File: config.mk
export PLATFORM = sky130hd
export DESIGN_NAME = elevator_move_controller
export DESIGN_NICKNAME = d
export VERILOG_FILES = /design/src/rtl/elevator_pkg.sv /design/src/rtl/elevator_tick_timer.sv /design/src/rtl/elevator_move_controller.sv
export SDC_FILE = /design/constraint.sdc
export NUM_CORES = 1
export LEC_CHECK = 0
export CAP_MARGIN = 0
export CORE_UTILIZATION = 60
export DETAILED_ROUTE_END_ITERATION = 10
export GPL_TIMING_DRIVEN = 0
export PLACE_DENSITY = 0.91
export SLEW_MARGIN = 30
export SYNTH_ARGS = -nofsm -noshare
export SYNTH_HDL_FRONTEND = slang
export SYNTH_SLANG_ARGS = --single-unit
File: constraint.sdc
create_clock -name clk -period 11.95 [get_ports clk]
set_input_delay 2.39 -clock clk [delete_from_list [all_inputs] [get_ports clk]]
set_output_delay 2.39 -clock clk [all_outputs]
set_load 0.005 [all_outputs]
File: src/rtl/elevator_pkg.sv
// Shared elevator definitions: floor width, FSM state encoding and the
// floor-to-LED helper used by the move controller and the display block.
package elevator_pkg;

  localparam int FLOOR_W = 5;
  localparam logic [FLOOR_W-1:0] FLOOR_MIN = 5'd1;

  typedef enum logic [2:0] {
    IDLE        = 3'd0,
    GO_PICKUP   = 3'd1,
    DOOR_PICKUP = 3'd2,
    GO_DEST     = 3'd3,
    DOOR_DEST   = 3'd4
  } state_e;

  // Floor 0 is not a real floor and maps to all LEDs off.
  function automatic logic [30:0] floor_to_onehot(input logic [FLOOR_W-1:0] floor);
    logic [30:0] oh;
    oh = 31'd0;
    if (floor != 5'd0) begin
      oh[floor - 5'd1] = 1'b1;
    end else begin
      oh = 31'd0;
    end
    return oh;
  endfunction

endpackage

File: src/rtl/elevator_tick_timer.sv
// Loadable down-counter; tc is high while the count sits at zero.
module elevator_tick_timer #(
  parameter int CNT_W = 4
) (
  input  logic             clk,
  input  logic             reset,
  input  logic             load,
  input  logic [CNT_W-1:0] load_val,
  output logic             tc
);

  logic [CNT_W-1:0] count_r;

  // Count down to zero and park there until reloaded.
  always_ff @(posedge clk or posedge reset) begin
    if (reset) begin
      count_r <= '0;
    end else if (load) begin
      count_r <= load_val;
    end else if (count_r != '0) begin
      count_r <= count_r - CNT_W'(1);
    end else begin
      count_r <= count_r;
    end
  end

  assign tc = (count_r == '0);

endmodule

File: src/rtl/elevator_move_controller.sv
// Car movement FSM: pickup trip, door stop, destination trip, door stop.
// Build option ELEVATOR_REQUEST_QUEUE_EN adds a one-deep pending request slot.
module elevator_move_controller
  import elevator_pkg::*;
#(
  parameter int NUM_FLOORS      = 9,
  parameter int TICKS_PER_FLOOR = 50000000,
  parameter int DOOR_TICKS      = 100000000
) (
  input  logic                  clk,
  input  logic                  reset,
  input  logic [FLOOR_W-1:0]    current,
  input  logic [FLOOR_W-1:0]    destination,
  input  logic                  input_confirm,
  output logic [FLOOR_W-1:0]    car_floor,
  output logic [NUM_FLOORS-1:0] floor_leds,
  output logic                  moving_up,
  output logic                  moving_down,
  output logic                  door_open,
  output logic                  busy,
  output logic                  done,
  output logic                  req_dropped
);

  localparam int MAX_TICKS = (TICKS_PER_FLOOR > DOOR_TICKS) ? TICKS_PER_FLOOR : DOOR_TICKS;
  localparam int CNT_W     = (MAX_TICKS > 1) ? $clog2(MAX_TICKS) : 1;
  localparam logic [CNT_W-1:0]   TRAVEL_LOAD = CNT_W'(TICKS_PER_FLOOR - 1);
  localparam logic [CNT_W-1:0]   DOOR_LOAD   = CNT_W'(DOOR_TICKS - 1);
  localparam logic [FLOOR_W-1:0] TOP_FLOOR   = FLOOR_W'(NUM_FLOORS);

  state_e                  state_r, state_n;
  logic [FLOOR_W-1:0]      car_n, src_r, src_n, dst_r, dst_n;
  logic [FLOOR_W-1:0]      target_s, step_s, launch_src_s, launch_dst_s;
  logic [NUM_FLOORS-1:0]   leds_n;
  logic                    confirm_d_r, edge_s, valid_s, busy_eff_s, launch_s;
  logic                    load_s, tc_s, done_n, drop_n, up_n, down_n;
  logic [CNT_W-1:0]        load_val_s;
`ifdef ELEVATOR_REQUEST_QUEUE_EN
  logic                    pend_valid_r, pend_valid_n;
  logic [FLOOR_W-1:0]      pend_src_r, pend_src_n, pend_dst_r, pend_dst_n;
`endif

  elevator_tick_timer #(.CNT_W(CNT_W)) u_timer (
    .clk      (clk),
    .reset    (reset),
    .load     (load_s),
    .load_val (load_val_s),
    .tc       (tc_s)
  );

  assign edge_s  = input_confirm & ~confirm_d_r;
  assign valid_s = (current >= FLOOR_MIN) && (current <= TOP_FLOOR) &&
                   (destination >= FLOOR_MIN) && (destination <= TOP_FLOOR);
  // The done cycle still counts as busy so a coincident edge is not launched.
`ifdef ELEVATOR_REQUEST_QUEUE_EN
  assign busy_eff_s = (state_r != IDLE) || done || pend_valid_r;
`else
  assign busy_eff_s = (state_r != IDLE) || done;
`endif

  // Next-state, travel stepping, request acceptance and output decode.
  always_comb begin
    state_n      = state_r;
    car_n        = car_floor;
    src_n        = src_r;
    dst_n        = dst_r;
    load_s       = 1'b0;
    load_val_s   = TRAVEL_LOAD;
    done_n       = 1'b0;
    drop_n       = 1'b0;
    launch_s     = 1'b0;
    launch_src_s = current;
    launch_dst_s = destination;
    target_s     = (state_r == GO_PICKUP) ? src_r : dst_r;
    step_s       = (target_s > car_floor) ? car_floor + 5'd1 : car_floor - 5'd1;
`ifdef ELEVATOR_REQUEST_QUEUE_EN
    pend_valid_n = pend_valid_r;
    pend_src_n   = pend_src_r;
    pend_dst_n   = pend_dst_r;
`endif
    case (state_r)
      IDLE: begin
`ifdef ELEVATOR_REQUEST_QUEUE_EN
        if (pend_valid_r) begin
          launch_s     = 1'b1;
          launch_src_s = pend_src_r;
          launch_dst_s = pend_dst_r;
          pend_valid_n = 1'b0;
        end else begin
          launch_s = edge_s && valid_s && !done;
        end
`else
        launch_s = edge_s && valid_s && !done;
`endif
      end
      GO_PICKUP, GO_DEST: begin
        if (tc_s) begin
          car_n  = step_s;
          load_s = 1'b1;
          if (step_s == target_s) begin
            state_n    = (state_r == GO_PICKUP) ? DOOR_PICKUP : DOOR_DEST;
            load_val_s = DOOR_LOAD;
          end else begin
            load_val_s = TRAVEL_LOAD;
          end
        end else begin
          load_s = 1'b0;
        end
      end
      DOOR_PICKUP: begin
        if (tc_s && (dst_r == car_floor)) begin
          state_n = IDLE;
          done_n  = 1'b1;
        end else if (tc_s) begin
          state_n = GO_DEST;
          load_s  = 1'b1;
        end else begin
          load_s = 1'b0;
        end
      end
      DOOR_DEST: begin
        if (tc_s) begin
          state_n = IDLE;
          done_n  = 1'b1;
        end else begin
          done_n = 1'b0;
        end
      end
      default: state_n = IDLE;
    endcase

    if (launch_s) begin
      src_n  = launch_src_s;
      dst_n  = launch_dst_s;
      load_s = 1'b1;
      if (launch_src_s != car_floor) begin
        state_n    = GO_PICKUP;
        load_val_s = TRAVEL_LOAD;
      end else begin
        state_n    = DOOR_PICKUP;
        load_val_s = DOOR_LOAD;
      end
    end else begin
      src_n = src_n;
    end

    if (edge_s && !valid_s) begin
      drop_n = 1'b1;
    end else if (edge_s && busy_eff_s) begin
`ifdef ELEVATOR_REQUEST_QUEUE_EN
      if (!pend_valid_r) begin
        pend_valid_n = 1'b1;
        pend_src_n   = current;
        pend_dst_n   = destination;
      end else begin
        drop_n = 1'b1;
      end
`else
      drop_n = 1'b1;
`endif
    end else begin
      drop_n = drop_n;
    end

    up_n   = ((state_n == GO_PICKUP) && (src_n > car_n)) || ((state_n == GO_DEST) && (dst_n > car_n));
    down_n = ((state_n == GO_PICKUP) && (src_n < car_n)) || ((state_n == GO_DEST) && (dst_n < car_n));
    leds_n = NUM_FLOORS'(floor_to_onehot(car_n));
  end

  // State, request and registered output update.
  always_ff @(posedge clk or posedge reset) begin
    if (reset) begin
      state_r      <= IDLE;
      confirm_d_r  <= 1'b0;
      src_r        <= FLOOR_MIN;
      dst_r        <= FLOOR_MIN;
      car_floor    <= FLOOR_MIN;
      floor_leds   <= NUM_FLOORS'(1);
      moving_up    <= 1'b0;
      moving_down  <= 1'b0;
      door_open    <= 1'b0;
      busy         <= 1'b0;
      done         <= 1'b0;
      req_dropped  <= 1'b0;
`ifdef ELEVATOR_REQUEST_QUEUE_EN
      pend_valid_r <= 1'b0;
      pend_src_r   <= FLOOR_MIN;
      pend_dst_r   <= FLOOR_MIN;
`endif
    end else begin
      state_r      <= state_n;
      confirm_d_r  <= input_confirm;
      src_r        <= src_n;
      dst_r        <= dst_n;
      car_floor    <= car_n;
      floor_leds   <= leds_n;
      moving_up    <= up_n;
      moving_down  <= down_n;
      door_open    <= (state_n == DOOR_PICKUP) || (state_n == DOOR_DEST);
      busy         <= (state_n != IDLE);
      done         <= done_n;
      req_dropped  <= drop_n;
`ifdef ELEVATOR_REQUEST_QUEUE_EN
      pend_valid_r <= pend_valid_n;
      pend_src_r   <= pend_src_n;
      pend_dst_r   <= pend_dst_n;
`endif
    end
  end

endmodule

# Yosys cells after proc, flatten, opt, wreduce, memory -nomap -nowiden

Index checks and enable logic that the tools add are counted.

Add/subtract/negate cells: 4
Order comparisons: 11
Equality and inequality tests: 11
Muxes and demuxes: 34
Bitwise operators: 2
Reduce and logical (&&, ||, !) cells: 27

Operator list:

| cell                                                 | count |
|---|---|
| two-way mux 27 bit                                   | 7 |
| two-way mux 5 bit                                    | 6 |
| logical NOT 27 bit                                   | 1 |
| nonzero test 27 bit                                  | 1 |
| subtractor 27 x 1 -> 27 bit (second input constant)  | 1 |
| two-way mux 3 bit                                    | 7 |
| >= comparator 5 x 1 -> 1 bit (second input constant) | 3 |
| greater-than comparator 5 bit                        | 3 |
| logical AND 1 bit                                    | 13 |
| == test 3 x 2 -> 1 bit (second input constant)       | 4 |
| one-hot mux 3 bit (4 select lines)                   | 1 |
| == test 5 bit                                        | 2 |
| <= comparator 5 x 4 -> 1 bit (second input constant) | 2 |
| < comparator 5 bit                                   | 2 |
| subtractor 5 x 1 -> 5 bit (second input constant)    | 2 |
| two-way mux 9 bit                                    | 1 |
| two-way mux 1 bit                                    | 8 |
| == test 3 x 1 -> 1 bit (second input constant)       | 2 |
| == test 3 bit (second input constant)                | 2 |
| < comparator 5 x 6 -> 1 bit (second input constant)  | 1 |
| nonzero test 3 bit                                   | 2 |
| adder 5 x 1 -> 5 bit (second input constant)         | 1 |
| demux 1 bit (select 5 bit)                           | 1 |
| inequality test 5 bit                                | 1 |
| 10 further kinds                                     | 15 |

Register bits: 61
Input bits: 13
Output and inout port bits: 20
Logic and storage cells: 102

# Logic depth before layout (Yosys ltp)

Depth in word-level cells: 12
Mapped depth: 21
Depth with buffers taken out: 20

# Modules after synthesis

A second synthesis with hierarchy kept.

Cells, all modules: 384
Area, all modules: 3,807.4 um^2

Modules (own cells, without submodules):

| module                   | instances | cells each | area an instance (um^2) | sequential area each (um^2) |
|---|---|---|---|---|
| elevator_move_controller | 1         | 223        | 2,252.2                 | 855.8 |
| elevator_tick_timer      | 1         | 161        | 1,555.2                 | 675.6 |

# Least setup slack after synthesis

OpenSTA, ideal clock, no wires.

Path type: input -> register
Start point: in destination[1]
End point: reg moving_up
Library setup time: 0.130 ns
Arrival: 4.862 ns
Required time: 11.820 ns
Setup slack: 6.958 ns
Stages on the path: 15
Buffers on the path: 2
Cells stage by stage: or4_1 nand4_1 or3_1 clkbuf_1 clkbuf_1 nand2_1 nand2_1 ha_1 nor2b_1 o21a_1 o21a_1 o21ai_0 a22oi_1 o21ai_0 mux2i_1

Cells in the longest elaborated chain, start to end: 10
Elaborated cells on any way between the ends: 17
Classes of those cells: order compare (4); eq/ne (2); mux (4); reduce/logical (7)

RTL lines:

| item                                | line                            | RTL |
|---|---|---|
| start: declaration                  | elevator_move_controller.sv:13  | `input logic [FLOOR_W-1:0] destination,` |
| >= comparator 5 x 1 -> 1 bit        | elevator_move_controller.sv:53  | `(destination >= FLOOR_MIN) && (destination <= TOP_FLOOR);` |
| logical AND 1 bit                   | elevator_move_controller.sv:52  | `assign valid_s = (current >= FLOOR_MIN) && (current <= TOP_FLOOR) &&` |
| logical AND 1 bit (*)               | elevator_move_controller.sv:53  |  |
| logical AND 1 bit (*) (2 in series) | elevator_move_controller.sv:93  | `launch_s = edge_s && valid_s && !done;` |
| two-way mux 1 bit (*)               | elevator_move_controller.sv:81  | `case (state_r)` |
| two-way mux 5 bit (*)               | elevator_move_controller.sv:132 | `if (launch_s) begin` |
| net src_n[1]                        | elevator_move_controller.sv:32  | `logic [FLOOR_W-1:0] car_n, src_r, src_n, dst_r, dst_n;` |
| greater-than comparator 5 bit (*)   | elevator_move_controller.sv:165 | `up_n = ((state_n == GO_PICKUP) && (src_n > car_n)) \|\| ((state_n == GO_DEST) && (dst_n > car_n));` |
| logical AND 1 bit (*)               | elevator_move_controller.sv:165 |  |
| logical OR 1 bit (*)                | elevator_move_controller.sv:165 |  |
| net up_n                            | elevator_move_controller.sv:36  | `logic load_s, tc_s, done_n, drop_n, up_n, down_n;` |
| end signal: assignment              | elevator_move_controller.sv:197 | `moving_up <= up_n;` |
| end: declaration                    | elevator_move_controller.sv:17  | `output logic moving_up,` |

The timed path passes the listed nets; every way through them passes the cells marked *.
A chain may end at the register's enable or synchronous reset.

# Worst setup path after layout

Start point: in current[0]
End point: reg moving_up

Cells in the longest elaborated chain, start to end: 11
Elaborated cells on any way between the ends: 20
Classes of those cells: order compare (4); eq/ne (3); mux (5); reduce/logical (8)

RTL lines:

| item                                                                                | line                            | RTL |
|---|---|---|
| start: declaration                                                                  | elevator_move_controller.sv:12  | `input logic [FLOOR_W-1:0] current,` |
| >= comparator 5 x 1 -> 1 bit / <= comparator 5 x 4 -> 1 bit (equally long branches) | elevator_move_controller.sv:52  |  |
| logical AND 1 bit (*) (2 in series)                                                 | elevator_move_controller.sv:52  |  |
| logical AND 1 bit (*)                                                               | elevator_move_controller.sv:53  |  |
| logical AND 1 bit (*) (2 in series)                                                 | elevator_move_controller.sv:93  |  |
| two-way mux 1 bit (*)                                                               | elevator_move_controller.sv:81  |  |
| two-way mux 5 bit (*)                                                               | elevator_move_controller.sv:132 |  |
| net src_n[1]                                                                        | elevator_move_controller.sv:32  |  |
| greater-than comparator 5 bit (*)                                                   | elevator_move_controller.sv:165 |  |
| logical AND 1 bit (*)                                                               | elevator_move_controller.sv:165 |  |
| logical OR 1 bit (*)                                                                | elevator_move_controller.sv:165 |  |
| net up_n                                                                            | elevator_move_controller.sv:36  |  |

Marks and branches as above.

==> results.cfg <==
[status]
status = finished, final reports clean

[critical_path]
critPathRequiredTime_ps = 12160
slowest_stage = or4_1
crit_start = current[0]
critPathKind = input pin to register
start_kind = input pin
crit_chain = clkdlybuf4s50_1 > or4_1 > nand2_1 > or3_1 > clkbuf_1 > clkbuf_1 > nand2_1 > nand2_1 > ha_1 > nor2b_1 > o21a_1 > o21a_1 > o21ai_0 > a22oi_1 > o21ai_0 > mux2i_1
arrival_ps = 6160
r2r_cells = 19
rr_startpoint = state_r[2]
path_common_cell = nand2_1
crit_fanout = 10
endpoint_kind = register
slowest_delay_ps = 540

[synth]
synth_edf_count = 0
avgSynthCellArea_um2 = 9.52
syn-num-nets = 426
synth_area_um2 = 3730
synth-seq-cells = 61
yosys_warnings = 0
synth_cells = 392
synth-seq-area-share_pct = 41.0
synth_cell_types = 56
async_flop_share_pct = 100
ys.flop_type = dfrtp_1

[detailed_routing]
routed-wl-met2_um = 4310
via_per_inst = 6.10
wl_met1_um = 3850
drc = 0
wl_per_cell_um = 17.4
top_layer = met4
met3WireLength_um = 490
vias = 3147
drt_iter0_markers = 344
drtAntennaViolNets = 0
wl_um = 8960
drtPass1Iterations = 4

[power_and_ir_drop]
p_leak_nw = 1.88
p_int_w = 0.000314
seq_power_share_pct = 51.5
p_comb_share_pct = 3.2
p_clk_share_pct = 45.3
peakVddDrop_uv = 84.0
switchingPower_w = 0.0000880
switching_share_pct = 21.9
power_density_nw_per_um2 = 91.9
total_power_w = 0.000402

[worst_hold_path]
hp-class = register to register
hp-start = src_r[2]
whs_path_depth = 2

[finish]
register_area_um2 = 1530
drive_gt1_share_pct = 10.9
multi_input_area_um2 = 2080
fin_area_um2 = 4370
fin_nets = 470
final_util_pct = 73.4
antenna_cells = 0
n_fill_cell = 436
area_growth_pct = 17.2

[clock_tree]
cts_tree = yes
cts_buffers = 9
cts_setup_buffers = 0
hold_buffers = 0
clk_pin_slew_ps = 70
clkSinkCount = 61
clk-insertion-delay-late_ps = 350
clockBufferDepth = 2
cts_htree_levels = 3
cts_resized = 0
cts-root-buf = clkbuf_8

[floorplan]
core_um2 = 5960
dieArea_um2 = 6540
fp.dieH_um = 80.9
rows = 28
ios = 33
start_util_pct = 62.6
die_w_um = 80.9

[sta]
period_minus_slack_ps = 5950
setup_viol = 0
worst_slew_pin_slew_ps = 713
fmax_mhz = 168
rsz0062_at_grt = no
totalNegativeSetupSlack_ps = 0
slew_violations = 0
hold_viol_final = 0
finalCritPeriodShare_pct = 49.8
fin_skew_ps = 8.88
maxSlewHeadroom_pct = 51.7

[global_route]
grt_max_degree = 49
grt_pass1_wl_um = 14800
antenna_found_initial = 0
grt_overflow = 0
grt.total_usage_pct = 30.5
grt_pass1_vias = 3140

[place]
post-dp-hpwl_um = 6550
numPortBuffers = 32
gp_congestion = 0.894
placed_area_um2 = 4180

[flow_run]
drv_cap = 0
-- critical path, delay by kind of cell --
family	cells	cell delay (ps)
adders and majority gates	1	240
buffers and inverters	3	1250
muxes	1	110
and+or+nand+nor	6	1190
AOI/OAI and AO/OA	5	970
-- path summary, 6_finish.rpt --
check	end	slack (ps)
setup reg to reg	moving_up	6460
max in group asynchronous	floor_leds[0]	9080
hold / removal	src_r[2]	530
min in group asynchronous	src_r[1]	2320
hold reg to reg	src_r[2]	530
setup / recovery	moving_up	6000
-- routing by layer --
metal,up-vias,track usage [%]
li1,1476,-
met1,1525,37.9
met2,114,49.2
met3,32,7.08
met4,0,16.4
met5,-,0
-- cell type report --
type                            instances  area share (%)
Clock inverter                          4            1.09
Clock buffer                           12            3.32
Tap cell                               75            2.15
Inverter                               22            1.95
Timing Repair Buffer                   33            7.95
Buffer                                  9           0.944
Multi-Input combinational cell        300            47.6
Sequential cell                        61            35.0
-- flip-flops by register name (all words and copies together), names as in the netlist, 3 cells and up --
| name | count |
|---|---|
| car_floor | 5 |
| dst_r | 5 |
| floor_leds | 9 |
| src_r | 5 |
| state_r | 3 |
| u_timer.count_r | 27 |
-- Yosys cell counts, drive strengths merged (11+ instances only) --
library cell	number	area share [%]
inv	22	2.2
ha	20	6.7
nand2	47	4.7
dfrtp	57	38
xor2	14	3.3
nor4	11	2.2
nor2	26	2.6
o21ai	18	2.5
a21oi	12	1.7
xnor2	23	5.4
nor3	26	3.8
-- cells in the final DEF, fill, tap and decap left out, types with 4 or more instances in the layout --
cell	synthesis	layout
or2_2	7	7
or4_1	8	8
o21ai_0	16	16
clkbuf_1	5	7
nand2_1	47	47
mux2i_1	10	10
clkdlybuf4s50_1	0	32
xnor2_1	23	23
nand4_1	5	5
nor3_1	25	24
inv_1	21	20
nand2b_1	6	6
nor2b_1	6	6
dfstp_2	4	4
a21oi_1	11	11
nand3_1	8	8
xor2_1	14	14
and3_1	6	6
o21a_1	6	6
nor2_1	26	26
nor4_1	10	10
dfrtp_1	57	57
ha_1	20	20
clkbuf_8	0	10
-- power groups by stage --
stage                     clock network [W]  registers [W]   logic [W]
after floorplan                           0       0.000211  0.00000461
after global placement                    0       0.000211   0.0000113
after detailed placement                  0       0.000211   0.0000129
after CTS                          0.000183       0.000207   0.0000130
after global routing               0.000190       0.000207   0.0000142
final                              0.000182       0.000207   0.0000128
-- kinds of logic after synthesis --
family / count (synthesis) / share of synthesized area [%]
AO/OA/AOI/OAI: 56 / 10.2
buffers and inverters: 31 / 3.32
AND/OR/NAND/NOR: 172 / 25.0
multiplexers: 12 / 3.29
adder cells (fa/ha/maj): 21 / 7.24
flip-flops: 61 / 41.0
XOR/XNOR: 39 / 9.89
-- through the flow --
stage	hold WS [ps]	instances	setup WS, ps
floorplan	465	392	6960
global placement	491	499	5950
detailed placement	498	500	5820
CTS	518	516	6170
global route	548	516	5800
finish	526	516	6000
Note: power is estimated with default switching activity, not from simulation.
